===== src/rtl/frame_buffer_arbiter.sv =====
// frame_buffer_arbiter: shares one memory port between display reads and draw writes, with tear-free swaps at frame boundaries
module frame_buffer_arbiter #(
   parameter int ADDR_W     = 17,
   parameter int DATA_W     = 24,
   parameter int FB_WORDS   = 76800,
   parameter int STARVE_MAX = 8
) (
   input  logic              clk,
   input  logic              rst_n,
   input  logic              disp_re,
   input  logic [ADDR_W-1:0] disp_addr,
   output logic              disp_gnt,
   output logic              disp_rvalid,
   output logic [DATA_W-1:0] disp_rdata,
   input  logic              draw_we,
   input  logic [ADDR_W-1:0] draw_addr,
   input  logic [DATA_W-1:0] draw_wdata,
   output logic              draw_gnt,
   input  logic              swap_req,
   input  logic              frame_done,
   output logic              front_sel,
   output logic              swap_pending,
   output logic              swap_done,
   output logic              oob_err,
   output logic [ADDR_W:0]   mem_addr,
   output logic              mem_re,
   output logic              mem_we,
   output logic [DATA_W-1:0] mem_wdata,
   input  logic [DATA_W-1:0] mem_rdata
);
   localparam int CW = $clog2(STARVE_MAX + 1);
   localparam logic [CW-1:0] SMAX = CW'(STARVE_MAX);
   localparam logic [ADDR_W-1:0] FB_LIM = FB_WORDS[ADDR_W-1:0];
   typedef enum logic {IDLE, PEND} state_t;
   state_t state, state_nxt;
   logic [CW-1:0] starve_cnt;
   logic rd_oob, disp_oob, draw_oob, toggle;
   assign disp_oob  = disp_addr >= FB_LIM;
   assign draw_oob  = draw_addr >= FB_LIM;
   assign draw_gnt  = draw_we && (!disp_re || starve_cnt == SMAX);
   assign disp_gnt  = disp_re && !draw_gnt;
   assign mem_re    = disp_gnt && !disp_oob;
   assign mem_we    = draw_gnt && !draw_oob;
   assign mem_wdata = draw_wdata;
   assign mem_addr  = disp_gnt ? {front_sel, disp_addr} : draw_gnt ? {~front_sel, draw_addr} : '0;
   assign oob_err   = (disp_gnt && disp_oob) || (draw_gnt && draw_oob);
   assign disp_rdata   = (disp_rvalid && !rd_oob) ? mem_rdata : '0;
   assign swap_pending = state == PEND;
   always_comb begin
      toggle    = frame_done && (state == PEND || swap_req);
      state_nxt = state;
      if (state == IDLE && swap_req && !frame_done) state_nxt = PEND;
      if (state == PEND && frame_done) state_nxt = IDLE;
   end
   always_ff @(posedge clk or negedge rst_n) begin
      if (!rst_n) begin
         state       <= IDLE;
         front_sel   <= 1'b0;
         swap_done   <= 1'b0;
         disp_rvalid <= 1'b0;
         rd_oob      <= 1'b0;
         starve_cnt  <= '0;
      end else begin
         state       <= state_nxt;
         front_sel   <= front_sel ^ toggle;
         swap_done   <= toggle;
         disp_rvalid <= disp_gnt;
         rd_oob      <= disp_gnt && disp_oob;
         starve_cnt  <= (!draw_we || draw_gnt) ? '0 : (starve_cnt == SMAX) ? SMAX : starve_cnt + 1'b1;
      end
   end
endmodule


===== config.mk =====
export PLATFORM = sky130hd
export DESIGN_NAME = frame_buffer_arbiter
export DESIGN_NICKNAME = d
export VERILOG_FILES = /design/src/rtl/frame_buffer_arbiter.sv
export SDC_FILE = /design/constraint.sdc
export NUM_CORES = 1
export LEC_CHECK = 0
export BUFFER_PORTS_ARGS = -buffer_cell sky130_fd_sc_hd__clkbuf_2
export CAP_MARGIN = 15
export CORE_ASPECT_RATIO = 1.25
export CORE_MARGIN = 1.5
export CORE_UTILIZATION = 30
export CTS_CLUSTER_SIZE = 25
export DETAILED_ROUTE_END_ITERATION = 8
export PLACE_DENSITY = 0.8
export SLEW_MARGIN = 25
export SYNTH_ARGS = -nofsm -noshare
export SYNTH_HDL_FRONTEND = slang
export SYNTH_SLANG_ARGS = --single-unit

===== constraint.sdc =====
create_clock -name clk -period 2 [get_ports clk]
set_clock_uncertainty 0.15 [all_clocks]
set_input_delay 0.4 -clock clk [delete_from_list [all_inputs] [get_ports clk]]
set_output_delay 0.4 -clock clk [all_outputs]
set_load 0.01 [all_outputs]

Word level (Yosys, flattened, before mapping). Cells that the tools add are included.

Reduce and logical (&&, ||, !) cells: 23. Magnitude comparators: 2. Add/subtract/negate cells: 1. Eq/ne operators: 1. Multiplexer cells: 7. Bitwise gates (word level): 3.

Operators with widths (number): 18-bit 2-to-1 mux (2); 17-bit greater-or-equal comparator, second input constant (2); 24-bit 2-to-1 mux (1); 1-bit logical AND (11); 4-bit 2-to-1 mux (2); 1-bit logical NOT (7); 4-bit by 1-bit adder with 4-bit output, second input constant (1); 4-bit equality test, second input constant (1); 1-bit logical OR (4); 1-bit 2-to-1 mux (2); 1-bit inverter (2); 2-bit nonzero test (1); 1-bit XOR (1).

Word-level logic and storage cells: 43. Register bits: 9. Output and inout bits: 75. Input port bits: 88.

Longest topological paths before layout. Gate-level depths: netlist of run 1.

Word-level depth: 7. Depth in mapped cells: 6. Depth with buffers taken out: 6.

Least setup slack after synthesis of run 1. Ideal clock, no wire load.

Path type: reg-to-output. From: reg starve_cnt[0]. To: out mem_addr[10]. Setup slack: 0.066 ns. Data required time: 1.450 ns. Arrival time: 1.384 ns. Path buffers: 1. Stages on the path, launching flop included: 7. Cell sequence: dfrtp_1 > inv_1 > ha_1 > nand3b_4 > a21oi_4 > buf_8 > mux2i_1.

Word-level cells in the longest chain between the ends: 6. Elaborated cells between the ends (all ways): 7. Those cells by class: eq/ne (1); mux (2); reduce/logical (4).

Ends and longest elaborated chain: from (decl) (RTL line 36) `logic [CW-1:0] starve_cnt;`; from (signal assigned) (RTL line 69) `starve_cnt <= (!draw_we || draw_gnt) ? '0 : (starve_cnt == SMAX) ? SMAX : starve_cnt + 1'b1;`; 4-bit equality test * (RTL line 40) `assign draw_gnt = draw_we && (!disp_re || starve_cnt == SMAX);`; 1-bit logical OR * (RTL line 40); 1-bit logical AND * (RTL line 40); named net draw_gnt (RTL line 18) `output logic draw_gnt,`; 1-bit logical NOT (RTL line 41) `assign disp_gnt = disp_re && !draw_gnt;`; 1-bit logical AND (RTL line 41); 18-bit 2-to-1 mux * (RTL line 45) `assign mem_addr = disp_gnt ? {front_sel, disp_addr} : draw_gnt ? {~front_sel, draw_addr} : '0;`; to (decl) (RTL line 25) `output logic [ADDR_W:0] mem_addr,`.

The timed path passes the listed nets; every way through them passes the cells marked *.

Worst setup path in the final report of run 1.
From: reg starve_cnt[0]. To: out mem_addr[17].

Word-level cells in the longest chain between the ends: 6. Elaborated cells between the ends (all ways): 7. Those cells by class: eq/ne (1); mux (2); reduce/logical (4).

Ends and longest elaborated chain (RTL line): 4-bit equality test * (40); 1-bit logical OR * (40); 1-bit logical AND * (40); 1-bit logical NOT (41); 1-bit logical AND (41); 18-bit 2-to-1 mux * (45).

Every way passes the cells marked *; elsewhere a longest branch is shown, timed or not.

==> flow_metrics.py, run 1 <==
metrics = {
    "routing": {
        "vias": 1241,
        "vias_per_cell": 4.35,
        "drt_wl_total_mm": 3.48,
        "dr_wl_met2_mm": 1.88,
        "wl_met1_mm": 1.06,
        "antenna_left": 0,
        "routedWlPerCell_um": 12.2,
        "route.detailed.drc": 12,
        "route.met3.wl_um": 471,
        "drtPass1Iterations": 7,
        "highest_layer": "met4",
        "drt-initial-drc-count": 36,
    },
    "critical_path": {
        "path_cells": "inv_1 > ha_2 > nand3b_4 > buf_4 > o21ai_4 > inv_2 > mux2_2 > clkbuf_2",
        "cp_slowest_cell": "dfrtp_1",
        "crit_buf_inv": 4,
        "critPathKind": "reg -> out",
        "cp_data_required_time_ns": 1.45,
        "arrival_ns": 1.73,
        "cp_max_fo": 5,
        "startpoint_type": "flop",
        "crit_family": "buffers and inverters",
        "max_stage_delay_ns": 0.38,
        "crit_path_end_kind": "output port",
    },
    "power": {
        "intPower_mw": 0.516,
        "clkPwrFrac": 0.281,
        "switching_power_mw": 0.248,
        "p_sw_frac": 0.325,
        "seqPwrFrac": 0.282,
        "ir_drop_mv": 0.373,
        "pwr-share-comb": 0.438,
        "power_density_mw_per_mm2": 443,
        "power_mw": 0.764,
        "leakagePower_nw": 1.07,
    },
    "clock_network": {
        "cts.sinks": 9,
        "insertion_delay_ns": 0.24,
        "cts_buffer_depth": 2,
        "h-tree-depth": 1,
        "cts_tree": "done",
        "cts_inserted_buffers": 3,
        "clk_pin_slew_worst_paths_ns": 0.05,
        "cts_root_buf": "clkbuf_8",
    },
    "final_layout": {
        "syn2layout_area_growth_pct": 51.1,
        "fin_nets": 337,
        "drive_gt1_frac": 0.557,
        "n_fill_cell": 354,
        "utilization": 0.482,
        "antenna_cells": 0,
        "layout.cells.non_filler": 285,
    },
    "die": {
        "die_area_mm2": 0.00418,
        "pin_count": 163,
        "start_util": 0.319,
        "placeableCoreArea_mm2": 0.00357,
        "fp.dieW_um": 58.2,
        "die_h_um": 72.0,
        "rows": 24,
    },
    "sta": {
        "fin_hold_ws_ns": 0.174,
        "report.final.slew_viol_count": 0,
        "fin_crit_sh": 1.14,
        "rsz0062_at_grt": "yes",
        "fin_crit_ns": 2.28,
        "hold_viol_final": 0,
        "setup_slack_ns": -0.277,
        "setup-violations-final": 23,
        "slew_headroom": 0.769,
        "max_freq_mhz": 439,
        "tightest_slew_ns": 0.346,
    },
    "status": {
        "failed_checks": "design-rule violations, negative setup slack",
        "status": "finished, violations left",
    },
    "yosys": {
        "synth.distinct_cells": 28,
        "ys_seq_elements": 9,
        "seq_area_frac_synth": 0.197,
        "syn_area_per_cell_um2": 7.82,
        "syn-num-nets": 236,
        "synth_ff_type": "dfrtp_1",
        "synth_cells": 146,
        "synth-async-reset-ratio": 1.00,
        "synth.yosys.warnings": 0,
        "synth_area_mm2": 0.00114,
        "synth-edff-count": 0,
    },
    "global_routing": {
        "grt_pass1_vias": 1103,
        "grt-ovfl-total": 0,
        "antenna_found_initial": 0,
        "grt_max_degree": 25,
        "grt_usage": 0.148,
        "grt_pass1_wl_mm": 4.81,
    },
    "placement": {
        "placed_cells": 274,
        "hpwlAfterDp_mm": 3.00,
        "gp_congestion": 0.728,
        "io_buffer_count": 114,
    },
    "job": {
        "drv_cap": 0,
    },
    "min_path": {
        "hold_path.class": "in -> reg",
    },
}
-- power by group through the flow --
stage	Clock, mW	Sequential, mW	Combinational, mW
after global placement	0	0.216	0.313
after detailed placement	0	0.218	0.319
after CTS	0.215	0.216	0.327
after floorplan	0	0.222	0.204
final	0.215	0.215	0.334
after global routing	0.227	0.219	0.367
-- layout by cell type, fill, tap and decap left out, types with 2 or more instances in the layout --
cell type  count
clkbuf_2      96
and2_1        24
inv_1         20
buf_2         17
nand2_1       16
mux2i_1       16
dfrtp_1        9
buf_4          9
nor2_1         7
nand3_1        3
clkbuf_8       3
xor2_1         2
-- metrics by stage --
| step | setup slack (ns) | area (um^2) | setup TNS, ns |
|---|---|---|---|
| final | -0.277 | 1720 | -4.58 |
| after global routing | -0.332 | 1720 | -6.14 |
| after CTS | -0.287 | 1660 | -5.14 |
| after detailed placement | -0.101 | 1580 | -2.28 |
| after global placement | -0.0146 | 1580 | -0.150 |
| after floorplan | 0.0659 | 1140 | 0 |
-- synthesized netlist by cell type (2+ instances only) --
master	n	area, um^2
buf_4	25	188
mux2i_1	16	160
nor2b_1	2	12.5
dfrtp_1	9	225
xor2_1	2	17.5
buf_8	2	30.0
nand3_1	3	15.0
and2_1	24	150
nor2_1	7	26.3
ha_1	2	25.0
clkbuf_1	3	11.3
nand2_1	16	60.1
inv_1	20	75.1
-- worst reg2reg max path, cell delays in order (launching register included) --
cell and delay, ns:
dfrtp_1 0.38, inv_1 0.06, ha_2 0.18, nand3b_4 0.10
buf_4 0.15, o21ai_4 0.13, inv_2 0.08, buf_4 0.13
buf_4 0.12
-- layer usage --
metal  track usage  vias to the layer above
li1              -                      623
met5             0                        -
met3        0.0606                        9
met2         0.289                       80
met1         0.130                      529
met4        0.0594                        0
-- flip-flops by register name (all words and copies together) (netlist names) --
| signal | flops |
|---|---|
| swap_done | 1 |
| swap_pending | 1 |
| rd_oob | 1 |
| starve_cnt | 4 |
| disp_rvalid | 1 |
| front_sel | 1 |
-- worst paths after layout --
path,from,end,slack [ns],cells past startpoint
max in group asynchronous,rst_n,swap_done,1.11,2
worst max-delay path,starve_cnt[0],mem_addr[17],-0.28,8
worst max register to register,starve_cnt[0],disp_rvalid,0.39,8
worst min register to register,front_sel,front_sel,0.36,1
min in group asynchronous,rst_n,front_sel,0.40,2
worst min-delay path,frame_done,swap_pending,0.17,2
-- final cells by class --
type | instances | area (um^2) | share of cell area
Clock buffer | 4 | 45.0 | 0.0261
Inverter | 21 | 78.8 | 0.0457
Multi-Input combinational cell | 86 | 627 | 0.364
Tap cell | 39 | 48.8 | 0.0283
Timing Repair Buffer | 126 | 699 | 0.406
Sequential cell | 9 | 225 | 0.131
-- kinds of logic (layout without fill, tap and decap cells) --
logic type | after synthesis | count (layout) | synth area share
and+or+nand+nor | 56 | 56 | 0.268
buffers and inverters | 51 | 151 | 0.270
muxes | 17 | 17 | 0.150
DFF | 9 | 9 | 0.197
AOI/OAI and AO/OA | 8 | 8 | 0.0702
xor gates and xnor gates | 3 | 3 | 0.0230
adders and majority gates | 2 | 2 | 0.0219
-- timing repair --
action / CTS / global route
cloned: 0 / 1
hold endpoints to repair: 9 / 0
hold buffers: 1 / 0
setup buffers: 2 / 3
setup endpoints to repair: 46 / 22
pin swaps: 0 / 1
resized for setup: 4 / 20
Note: power is estimated with default switching activity, not from simulation.
==> run 2: changes to the inputs <==
--- a/config.mk
+++ b/config.mk
@@ -6,13 +6,14 @@
 export NUM_CORES = 1
 export LEC_CHECK = 0
 export BUFFER_PORTS_ARGS = -buffer_cell sky130_fd_sc_hd__clkbuf_2
-export CAP_MARGIN = 15
+export CAP_MARGIN = 20
 export CORE_ASPECT_RATIO = 1.25
 export CORE_MARGIN = 1.5
-export CORE_UTILIZATION = 30
+export CORE_UTILIZATION = 31
+export CTS_BUF_LIST = sky130_fd_sc_hd__clkbuf_8
 export CTS_CLUSTER_SIZE = 25
 export DETAILED_ROUTE_END_ITERATION = 8
-export PLACE_DENSITY = 0.8
+export PLACE_DENSITY = 0.83
 export SLEW_MARGIN = 25
 export SYNTH_ARGS = -nofsm -noshare
 export SYNTH_HDL_FRONTEND = slang
==> run 2 against run 1 <==
Net effect: fmax down 0.53%; critical endpoint is now mem_addr[5]; highest routed layer unchanged; total power decreased by 0.15%; flip-flop and latch count unchanged; the run ends with negative setup slack left; clock-buffer cell count down 1.
==> flow_metrics.py, run 2 (synthesis results as in run 1) <==
metrics = {
    "status": {
        "status": "finished, violations left",
        "failed_checks": "negative setup slack",
    },
    "sta": {
        "max_freq_mhz": 437,
        "tightest_slew_ns": 0.354,
        "fin_crit_sh": 1.14,
        "fin_hold_ws_ns": 0.172,
        "hold_viol_final": 0,
        "report.final.slew_viol_count": 0,
        "setup-violations-final": 22,
        "setup_slack_ns": -0.289,
        "rsz0062_at_grt": "yes",
        "fin_crit_ns": 2.29,
        "slew_headroom": 0.763,
    },
    "critical_path": {
        "critPathKind": "reg -> out",
        "reg2regPathDepth": 6,
        "crit_buf_inv": 3,
        "max_stage_delay_ns": 0.38,
        "reg2reg_to": "starve_cnt[3]",
        "path_cells": "inv_1 > ha_2 > nand3b_4 > a21oi_4 > buf_6 > mux2i_2 > buf_2",
        "arrival_ns": 1.74,
        "crit_path_end_kind": "output port",
        "cp_max_fo": 6,
        "cp_data_required_time_ns": 1.45,
        "r2r-start": "starve_cnt[0]",
        "startpoint_type": "flop",
        "rrSetupSlack_ns": 0.65,
        "cp_slowest_cell": "dfrtp_1",
        "crit_family": "buffers and inverters",
    },
    "routing": {
        "drtPass1Iterations": 4,
        "dr_wl_met2_mm": 1.95,
        "wl_met1_mm": 1.03,
        "drt-initial-drc-count": 15,
        "drt_wl_total_mm": 3.60,
        "antenna_left": 0,
        "vias": 1272,
        "route.met3.wl_um": 563,
        "routedWlPerCell_um": 12.7,
        "vias_per_cell": 4.48,
        "highest_layer": "met4",
        "route.detailed.drc": 0,
    },
    "die": {
        "pin_count": 163,
        "fp.dieW_um": 57.3,
        "die_h_um": 70.8,
        "placeableCoreArea_mm2": 0.00351,
        "start_util": 0.325,
        "rows": 24,
        "die_area_mm2": 0.00406,
    },
    "final_layout": {
        "final_cell_mix": "clkbuf_2, and2_1, inv_1",
        "fin_nets": 336,
        "seq_area_um2": 225,
        "layout_commonest_cell": "clkbuf_2",
        "top_register": "starve_cnt",
        "multi_input_area_um2": 631,
        "layout.cells.non_filler": 284,
        "largest_reg_flops": 4,
        "n_fill_cell": 344,
        "drive_gt1_frac": 0.563,
        "syn2layout_area_growth_pct": 49.7,
        "antenna_cells": 0,
    },
    "power": {
        "switching_power_mw": 0.250,
        "p_sw_frac": 0.328,
        "clkPwrFrac": 0.270,
        "ir_drop_mv": 0.340,
        "power_mw": 0.763,
        "pwr-share-comb": 0.447,
        "seqPwrFrac": 0.283,
        "power_density_mw_per_mm2": 447,
        "intPower_mw": 0.513,
        "leakagePower_nw": 1.07,
    },
    "global_routing": {
        "grt_max_degree": 25,
        "grt_pass1_wl_mm": 5.40,
        "grt_usage": 0.172,
        "grt_pass1_vias": 1201,
        "grt-ovfl-total": 0,
        "antenna_found_initial": 0,
    },
    "min_path": {
        "min_from": "frame_done",
        "hold_depth": 2,
        "hold_path.class": "in -> reg",
        "hold_end": "swap_pending",
    },
    "placement": {
        "placed_cells": 275,
        "hpwlAfterDp_mm": 3.06,
        "post-place-ws_ns": -0.0885,
        "gp_congestion": 0.747,
        "io_buffer_count": 114,
    },
    "job": {
        "drv_cap": 0,
    },
    "clock_network": {
        "clk_pin_slew_worst_paths_ns": 0.04,
        "cts.sinks": 9,
        "cts_buffer_depth": 2,
        "cts_tree": "done",
        "cts_root_buf": "clkbuf_8",
        "h-tree-depth": 1,
        "insertion_delay_ns": 0.23,
        "cts_inserted_buffers": 3,
    },
}
run 2: worst register-to-register path, delay by kind of cell, from the launching register on:
kind	cells	cell delay, ns
buf+inv	2	0.21
simple gates	3	0.31
flops	1	0.38
fa+ha+maj	1	0.19
run 2: worst max path at each step:
stage | start | to | slack [ns] | cells past startpoint
after floorplan | starve_cnt[0] | mem_addr[10] | 0.07 | 6
after global placement | disp_rvalid | disp_rdata[10] | -0.02 | 3
after detailed placement | disp_rvalid | disp_rdata[10] | -0.09 | 3
after CTS | starve_cnt[1] | mem_addr[5] | -0.28 | 8
after global routing | starve_cnt[0] | mem_addr[5] | -0.36 | 7
final | starve_cnt[0] | mem_addr[5] | -0.29 | 7
run 2: layer usage:
layer	global-route usage	vias to the layer above
met4	0.0620	0
met2	0.345	113
met5	0	-
met1	0.145	533
met3	0.0713	5
li1	-	621
run 2: power groups by stage:
stage	Combinational [mW]	Sequential, mW	Clock, mW
global route	0.374	0.222	0.221
CTS	0.350	0.215	0.207
finish	0.341	0.216	0.206
floorplan	0.204	0.222	0
global placement	0.320	0.217	0
detailed placement	0.324	0.217	0
run 2: through the flow:
stage | cell area, um^2 | util | TNS, ns
finish | 1710 | 0.486 | -4.66
global route | 1710 | 0.486 | -6.61
CTS | 1730 | 0.493 | -5.15
detailed placement | 1590 | 0.452 | -1.85
global placement | 1590 | 0.452 | -0.0734
floorplan | 1140 | - | 0
run 2: cell type report:
| cell class | instances | share of cell area |
|---|---|---|
| clock buffer | 3 | 0.0242 |
| inverter | 21 | 0.0462 |
| clock inverter | 1 | 0.00220 |
| multi-input combinational | 86 | 0.369 |
| timing repair buffer | 125 | 0.398 |
| tap | 39 | 0.0286 |
| sequential | 9 | 0.132 |
run 2: what timing repair did:
| action | in CTS | in global routing |
|---|---|---|
| pin swaps | 2 | 2 |
| hold buffers | 1 | 0 |
| gates cloned | 2 | 0 |
| gates resized for setup | 6 | 28 |
| hold endpoints to repair | 9 | 0 |
| buffers inserted | 3 | 2 |
| endpoints found under the setup margin | 46 | 23 |
